<file path="src/rtl/pc_sequencer_if.sv">
// pc_sequencer_if: groups the instruction-memory handshake, the decode and
// redirect inputs, and the PC outputs of the program-counter sequencer.
// The master modport is the sequencer's view. The slave modport is the view
// of the surrounding core (decode, branch resolution and the memory port).
interface pc_sequencer_if;
    logic        stall;
    logic        branch_taken;
    logic        jump;
    logic        jump_reg;
    logic [15:0] field_addr16;
    logic [25:0] field_addr26;
    logic [31:0] reg_target;
    logic        imem_ack;
    logic        imem_req;
    logic [31:0] imem_addr;
    logic [31:0] pc;
    logic [31:0] pc_plus4;
    logic        instr_valid;
    logic        exc_misaligned;

    modport master (
        input  stall,
        input  branch_taken,
        input  jump,
        input  jump_reg,
        input  field_addr16,
        input  field_addr26,
        input  reg_target,
        input  imem_ack,
        output imem_req,
        output imem_addr,
        output pc,
        output pc_plus4,
        output instr_valid,
        output exc_misaligned
    );

    modport slave (
        output stall,
        output branch_taken,
        output jump,
        output jump_reg,
        output field_addr16,
        output field_addr26,
        output reg_target,
        output imem_ack,
        input  imem_req,
        input  imem_addr,
        input  pc,
        input  pc_plus4,
        input  instr_valid,
        input  exc_misaligned
    );
endinterface

</file>
<file path="src/rtl/pc_sequencer.sv">
// pc_sequencer: owns the architectural PC of the multicycle MIPS core.
// It fetches each instruction over a req/ack handshake and holds it for
// decode. It then selects the next PC with the priority
// jump_reg > jump > branch > sequential.
// A misaligned register jump parks the sequencer in FAULT until reset.
// Every output comes from registered state only. The redirect inputs
// therefore reach the outputs only after the advance edge.
module pc_sequencer #(
    parameter logic [31:0] RESET_PC = 32'h0000_0000
) (
    input logic            clk,
    input logic            rst_n,
    pc_sequencer_if.master bus
);

    typedef enum logic [1:0] {
        BOOT  = 2'd0,
        FETCH = 2'd1,
        ISSUE = 2'd2,
        FAULT = 2'd3
    } state_e;

    state_e      state_q, state_d;
    logic [31:0] pc_q, pc_d;
    logic [31:0] pc_plus4_q, pc_plus4_d;
    logic        exc_q, exc_d;

    logic [31:0] branch_target;
    logic [31:0] jump_target;
    logic [31:0] next_pc;
    logic        jr_misaligned;

    // Candidate targets and the fixed-priority next-PC selection.
    // pc_plus4_q is kept as its own register, so the branch and jump
    // targets need only one adder after the state.
    always_comb begin
        branch_target = pc_plus4_q + {{14{bus.field_addr16[15]}}, bus.field_addr16, 2'b00};
        jump_target   = {pc_plus4_q[31:28], bus.field_addr26, 2'b00};
        jr_misaligned = bus.jump_reg && (bus.reg_target[1:0] != 2'b00);
        if (bus.jump_reg) begin
            next_pc = bus.reg_target;
        end else if (bus.jump) begin
            next_pc = jump_target;
        end else if (bus.branch_taken) begin
            next_pc = branch_target;
        end else begin
            next_pc = pc_plus4_q;
        end
    end

    // Next-state logic. The PC changes only on an unstalled ISSUE advance.
    // A misaligned register target leaves the PC untouched and enters FAULT.
    always_comb begin
        state_d    = state_q;
        pc_d       = pc_q;
        pc_plus4_d = pc_plus4_q;
        exc_d      = exc_q;
        case (state_q)
            BOOT: begin
                state_d = FETCH;
            end
            FETCH: begin
                if (bus.imem_ack) begin
                    state_d = ISSUE;
                end
            end
            ISSUE: begin
                if (!bus.stall) begin
                    if (jr_misaligned) begin
                        exc_d   = 1'b1;
                        state_d = FAULT;
                    end else begin
                        pc_d       = next_pc;
                        pc_plus4_d = next_pc + 32'd4;
                        state_d    = FETCH;
                    end
                end
            end
            FAULT: begin
                state_d = FAULT;
            end
            default: begin
                state_d = BOOT;
            end
        endcase
    end

    // State, PC and sticky-exception registers with asynchronous active-low reset.
    always_ff @(posedge clk or negedge rst_n) begin
        if (!rst_n) begin
            state_q    <= BOOT;
            pc_q       <= RESET_PC;
            pc_plus4_q <= RESET_PC + 32'd4;
            exc_q      <= 1'b0;
        end else begin
            state_q    <= state_d;
            pc_q       <= pc_d;
            pc_plus4_q <= pc_plus4_d;
            exc_q      <= exc_d;
        end
    end

    assign bus.imem_req       = (state_q == FETCH);
    assign bus.imem_addr      = pc_q;
    assign bus.pc             = pc_q;
    assign bus.pc_plus4       = pc_plus4_q;
    assign bus.instr_valid    = (state_q == ISSUE);
    assign bus.exc_misaligned = exc_q;

endmodule

</file>
<file path="src/flat_wrapper.sv">
// flat-port wrapper written by rule: the top's interface ports become plain ports
module pc_sequencer_flat 
#(
    parameter logic [31:0] RESET_PC = 32'h0000_0000
)
  (clk, rst_n, bus_stall, bus_branch_taken, bus_jump, bus_jump_reg, bus_field_addr16, bus_field_addr26, bus_reg_target, bus_imem_ack, bus_imem_req, bus_imem_addr, bus_pc, bus_pc_plus4, bus_instr_valid, bus_exc_misaligned);
  pc_sequencer_if bus_i ();
  input logic clk;
  input logic rst_n;
  input wire logic [$bits(bus_i.stall)-1:0] bus_stall;
  input wire logic [$bits(bus_i.branch_taken)-1:0] bus_branch_taken;
  input wire logic [$bits(bus_i.jump)-1:0] bus_jump;
  input wire logic [$bits(bus_i.jump_reg)-1:0] bus_jump_reg;
  input wire logic [$bits(bus_i.field_addr16)-1:0] bus_field_addr16;
  input wire logic [$bits(bus_i.field_addr26)-1:0] bus_field_addr26;
  input wire logic [$bits(bus_i.reg_target)-1:0] bus_reg_target;
  input wire logic [$bits(bus_i.imem_ack)-1:0] bus_imem_ack;
  output wire logic [$bits(bus_i.imem_req)-1:0] bus_imem_req;
  output wire logic [$bits(bus_i.imem_addr)-1:0] bus_imem_addr;
  output wire logic [$bits(bus_i.pc)-1:0] bus_pc;
  output wire logic [$bits(bus_i.pc_plus4)-1:0] bus_pc_plus4;
  output wire logic [$bits(bus_i.instr_valid)-1:0] bus_instr_valid;
  output wire logic [$bits(bus_i.exc_misaligned)-1:0] bus_exc_misaligned;
  assign bus_i.stall = bus_stall;
  assign bus_i.branch_taken = bus_branch_taken;
  assign bus_i.jump = bus_jump;
  assign bus_i.jump_reg = bus_jump_reg;
  assign bus_i.field_addr16 = bus_field_addr16;
  assign bus_i.field_addr26 = bus_field_addr26;
  assign bus_i.reg_target = bus_reg_target;
  assign bus_i.imem_ack = bus_imem_ack;
  assign bus_imem_req = bus_i.imem_req;
  assign bus_imem_addr = bus_i.imem_addr;
  assign bus_pc = bus_i.pc;
  assign bus_pc_plus4 = bus_i.pc_plus4;
  assign bus_instr_valid = bus_i.instr_valid;
  assign bus_exc_misaligned = bus_i.exc_misaligned;
  pc_sequencer #(.RESET_PC(RESET_PC)) u_core (.clk(clk), .rst_n(rst_n), .bus(bus_i));
endmodule
</file>
<file path="config.mk">
export PLATFORM = sky130hd
export DESIGN_NAME = pc_sequencer_flat
export DESIGN_NICKNAME = d
export VERILOG_FILES = /design/src/rtl/pc_sequencer_if.sv /design/src/rtl/pc_sequencer.sv /design/src/flat_wrapper.sv
export SDC_FILE = /design/constraint.sdc
export NUM_CORES = 1
export LEC_CHECK = 0
export BUFFER_PORTS_ARGS = -buffer_cell sky130_fd_sc_hd__buf_2
export CAP_MARGIN = 20
export CORE_ASPECT_RATIO = 1.75
export CORE_MARGIN = 2
export CORE_UTILIZATION = 54
export DETAILED_ROUTE_END_ITERATION = 16
export GPL_TIMING_DRIVEN = 0
export PLACE_DENSITY = 0.91
export SKIP_CTS_REPAIR_TIMING = 1
export SLEW_MARGIN = 25
export SYNTH_ARGS = -nofsm -noshare
export SYNTH_HDL_FRONTEND = slang
export SYNTH_SLANG_ARGS = --single-unit
</file>
<file path="constraint.sdc">
create_clock -name clk -period 5.1 [get_ports clk]
set_input_delay 0.51 -clock clk [delete_from_list [all_inputs] [get_ports clk]]
set_output_delay 0.51 -clock clk [all_outputs]
set_load 0.005 [all_outputs]
</file>
* Word level (Yosys, flattened, before mapping)
Cells that the tools add are included.
Word-level totals: bits in registers 67, word-level logic and storage cells 26
Operators by class: add/subtract/negate cells 2, equality and inequality tests 5, mux-type cells 7, bitwise operators 2, reductions and logical operators 6
Operators by type and width (count):
- 32-bit 2-to-1 mux | 3
- 32-bit by 3-bit adder with 32-bit output, second input constant | 1
- 32-bit adder | 1
- 2-bit case mux with 4 select lines | 1
- 2-bit 2-to-1 mux | 3
- 3-bit AND reduction | 2
- 2-bit equality test, second input constant | 2
- 2-bit inequality test, second input constant | 2
- 2-bit by 1-bit equality test with 1-bit output, second input constant | 1
- 2-bit logical NOT | 1
- 1-bit NOT | 2
- 2-bit AND reduction | 1
- 2-bit nonzero test | 1
- 1-bit logical AND | 1

* Longest topological paths before layout
word-level depth 5, gate-level depth with buffers 18, mapped depth without buffers 18

* Worst setup path after synthesis
No wires, ideal clock.
kind input-to-reg, start point input bus_jump_reg, end point register u_core.pc_plus4_q[26] (netlist: u_core.bus.pc_plus4[26]), setup time 0.131 ns, arrival time 3.493 ns, setup slack 1.476 ns, cell stages on the path 17, buffers on the path 5, cells stage by stage buf_2 > buf_1 > buf_1 > buf_2 > buf_6 > a21o_1 > ha_1 > inv_1 > a211oi_1 > o211a_1 > nor3b_1 > nand3_1 > nor2_1 > nand4_2 > nor3_1 > xor2_1 > o21ai_1
On the way: elaborated cells on any way between the ends 5, those cells by class add/sub: 1; mux: 1; bitwise: 1; reduce/logical: 2
RTL lines:
- from (decl) | line flat_wrapper.sv:13 | input wire logic [$bits(bus_i.jump_reg)-1:0] bus_jump_reg;
- 32-bit 2-to-1 mux | line pc_sequencer.sv:40 | if (bus.jump_reg) begin
- named net u_core.next_pc[2] | line pc_sequencer.sv:30 | logic [31:0] next_pc;
- 32-bit by 3-bit adder with 32-bit output | line pc_sequencer.sv:74 | pc_plus4_d = next_pc + 32'd4;
- to (signal assigned) | line pc_sequencer.sv:93 | pc_plus4_q <= RESET_PC + 32'd4;
- to (signal assigned) | line pc_sequencer.sv:98 | pc_plus4_q <= pc_plus4_d;
- to (decl) | line pc_sequencer.sv:25 | logic [31:0] pc_plus4_q, pc_plus4_d;
The timed path passes the listed nets, and every way through them passes these cells. A chain may end at the register's enable or synchronous reset.

* Worst setup path in the final report
Same ends and word-level chain as after synthesis.

==> results by group <==
Placed design
  • Routability cong.: 1.00
  • Post-DP Area: 7250 um2
  • I/O Buffers: around 180
  • Pre-CTS WS: -0.00285 ns
  • DP HPWL: approximately 17000 um

Finish
  • Commonest non-fill, non-tap cell in the layout: buf_2
  • Net count, final: 1052
  • Most frequent cells in the layout: buf_2 (186), nand2_1 (100), dfrtp_1 (64)
  • ANT cells: 0
  • Final Util: 68.4%
  • Fillcell total: 921
  • P&R area growth vs syn: 23.2%
  • Fin area: between 7000 and 8000 um2
  • Share of layout cells above drive strength 1: about a third

Die
  • IO Pins: 180
  • Die Y: 145 um
  • FP Rows: 51
  • Initial Util: around 56%
  • Die span in x: 84.8 um
  • Core area: between 10000 and 15000 um2
  • Die Area: about 12000 um2

Timing
  • Endpoints failing hold: 0
  • Worst slew pin tran: 0.776 ns
  • Slew Limit Fails: 0
  • Final worst slack: 0.386 ns
  • Period utilization: 92.4%
  • Minimum clock period: 4.71 ns
  • Worst Skew: 0.00491 ns
  • Max frequency: 212 MHz
  • Max_slew headroom: 46.9%
  • Final setup violation count: 0
  • RSZ-0062 raised after global routing: no
  • Setup TNS: 0 ns

Logic synthesis
  • FFs w/ async S/R, synth: 100%
  • Sequential share of the synthesized area: 26.4%
  • Synth Area per Inst: 8.22 um2
  • Netlist cell types: 91
  • Post-synth top area share: between 20% and 30%
  • Synth Instances: 750
  • Dominant cells by area after synthesis: dfrtp_1 (26%), ha_1 (6.1%), nand2_1 (6.1%)
  • Area leader, netlist: dfrtp_1
  • Synth Cell Area: 6160 um2
  • Mapped Nets: 862
  • Number of synthesis warnings: 0
  • Yosys reg bits: 65
  • Number of flops mapped to enable cells by yosys: 0
  • Post-synth top flop: dfrtp_1

Route
  • Drt pass-1 iters: 5
  • DRC: 0
  • Vias per inst: 6.45
  • Final wirelength: 22600 um
  • Via Count: 6949
  • Routed Antenna Nets: 0
  • Initial DRC count: 682
  • Drt wl/cell: 21.0 um

Setup path
  • Worst r2r path cells: 18
  • Startpoint Class: input pin
  • Worst setup EP type: flop
  • Required @ worst endpoint: 5.30 ns
  • Crit Path Max Fanout: 10
  • Most Frequent Cell on Critical Path: buf_2
  • Crit path DAT: approximately 4.9 ns
  • Crit path largest cell delay: roughly 0.49 ns
  • Crit-path slowest cell: buf_1
  • CP Cell Sequence: buf_2, buf_2, buf_1, buf_1, buf_2, buf_6, a21o_1, ha_1, inv_1, a211oi_1, o211a_1, nor3b_2, nand3_1, nor2_1, nand4_2, nor3_1, xor2_1, o21ai_1
  • WS Path Type: in -> reg

Global route
  • Initial antenna violation count: 0
  • First-pass GRT wire length: 35100 um
  • Largest net degree at the start of global routing: 51
  • GRT Total Usage: 36.2%
  • Number of global-route vias before repair: 6913
  • Grt total ovfl: 0

Flow run
  • Max-cap violations: 0

Hold path
  • Hold Crit Class: in -> async

Clock tree
  • Clock Latency Late Sink: 0.34 ns
  • TritonCTS clock tree: done
  • Bufs on Longest Clock Path: 2
  • Root buffer cell: clkbuf_16
  • CTS buffer count: 9
  • Worst-path clk slew: ~0.060 ns
  • # H-tree levels: 3
  • Clk sinks: 65

Status
  • Status: complete, no violations

Power and ir drop
  • P_leak: 0.00369 uW
  • Worst VDD drop: around 0.0003 V
  • PwrDens: approximately 500 nW/um2
final cells by class:
cell class,count,area (um2),share of cell area (%)
plain buffers,73,470,6.20
clock buffers,11,253,3.33
clock inverters,5,85.1,1.12
inverters,16,60.1,0.791
multi-input cells,596,4010,52.8
flip-flops and latches,65,1630,21.4
well taps,132,165,2.18
repair buffers,179,921,12.1
synthesized netlist by cell type, types with 16 or more instances:
master / count
mux2_2: 21
ha_1: 30
o21a_1: 16
clkbuf_1: 21
o21ai_0: 59
xnor2_1: 20
dfrtp_1: 64
buf_4: 34
nor3_1: 17
a21oi_1: 47
nand2_1: 100
o21ai_1: 22
nor2_1: 49
flip-flops by register name, summed over array words and instances (netlist names):
register	cells
u_core.bus.pc_plus4	32
u_core.bus.exc_misaligned	1
u_core.state_q	2
u_core.bus.imem_addr	30
path summary, 6_finish.rpt:
| path | start | to | slack (ns) |
|---|---|---|---|
| worst min register to register | u_core.bus.exc_misaligned$_DFFE_PN0P_ | u_core.bus.exc_misaligned$_DFFE_PN0P_ | 0.47 |
| min in group clk | bus_stall | u_core.state_q[0]$_DFFE_PN0P_ | 0.35 |
| max in group asynchronous | rst_n | u_core.bus.pc_plus4[2]$_DFFE_PN1P_ | 4.48 |
| worst max-delay path | bus_jump_reg | u_core.bus.pc_plus4[26]$_DFFE_PN0P_ | 0.39 |
| worst min-delay path | rst_n | u_core.bus.imem_addr[11]$_DFFE_PN0P_ | 0.03 |
| worst max register to register | u_core.bus.pc_plus4[2]$_DFFE_PN1P_ | u_core.bus.pc_plus4[26]$_DFFE_PN0P_ | 0.66 |
metrics by stage:
step | cells | hold WS, ns | total power, uW
after floorplan | 750 | 0.214 | 2260
after global placement | 1060 | 0.459 | 2940
after detailed placement | 1061 | 0.397 | 3000
after global routing | 1077 | 0.0452 | 3990
after CTS | 1077 | 0.0398 | 3730
final | 1077 | 0.0318 | 3760
worst max-delay path, delay by kind of cell:
kind	cells	cell delay, ns
buffers and inverters	7	1.91
and+or+nand+nor	5	1.47
AOI/OAI and AO/OA	4	0.64
adders and majority gates	1	0.19
xor gates and xnor gates	1	0.19
cell families after synthesis:
family	count (synthesis)	share of synthesized area, %
AO/OA/AOI/OAI	248	27.2
buffers and inverters	89	8.61
XOR/XNOR	34	4.83
flip-flops	65	26.4
multiplexers	27	4.89
adder cells (fa/ha/maj)	31	6.41
AND/OR/NAND/NOR	256	21.6
metal layers:
metal	vias to the layer above	global-route usage, %	wire [um]
met5	-	0	0
li1	3127	-	-
met3	132	6.01	1710
met1	3252	39.1	7790
met2	438	62.6	11300
met4	0	25.6	1740
where the power goes:
group	internal (uW)	switching (uW)	total (uW)	leakage, uW
logic	951	1140	2090	0.00269
clock network	458	254	712	0.000163
registers	729	228	957	0.000836
total	2140	1630	3760	0.00369
(Power assumes the default switching activity.)
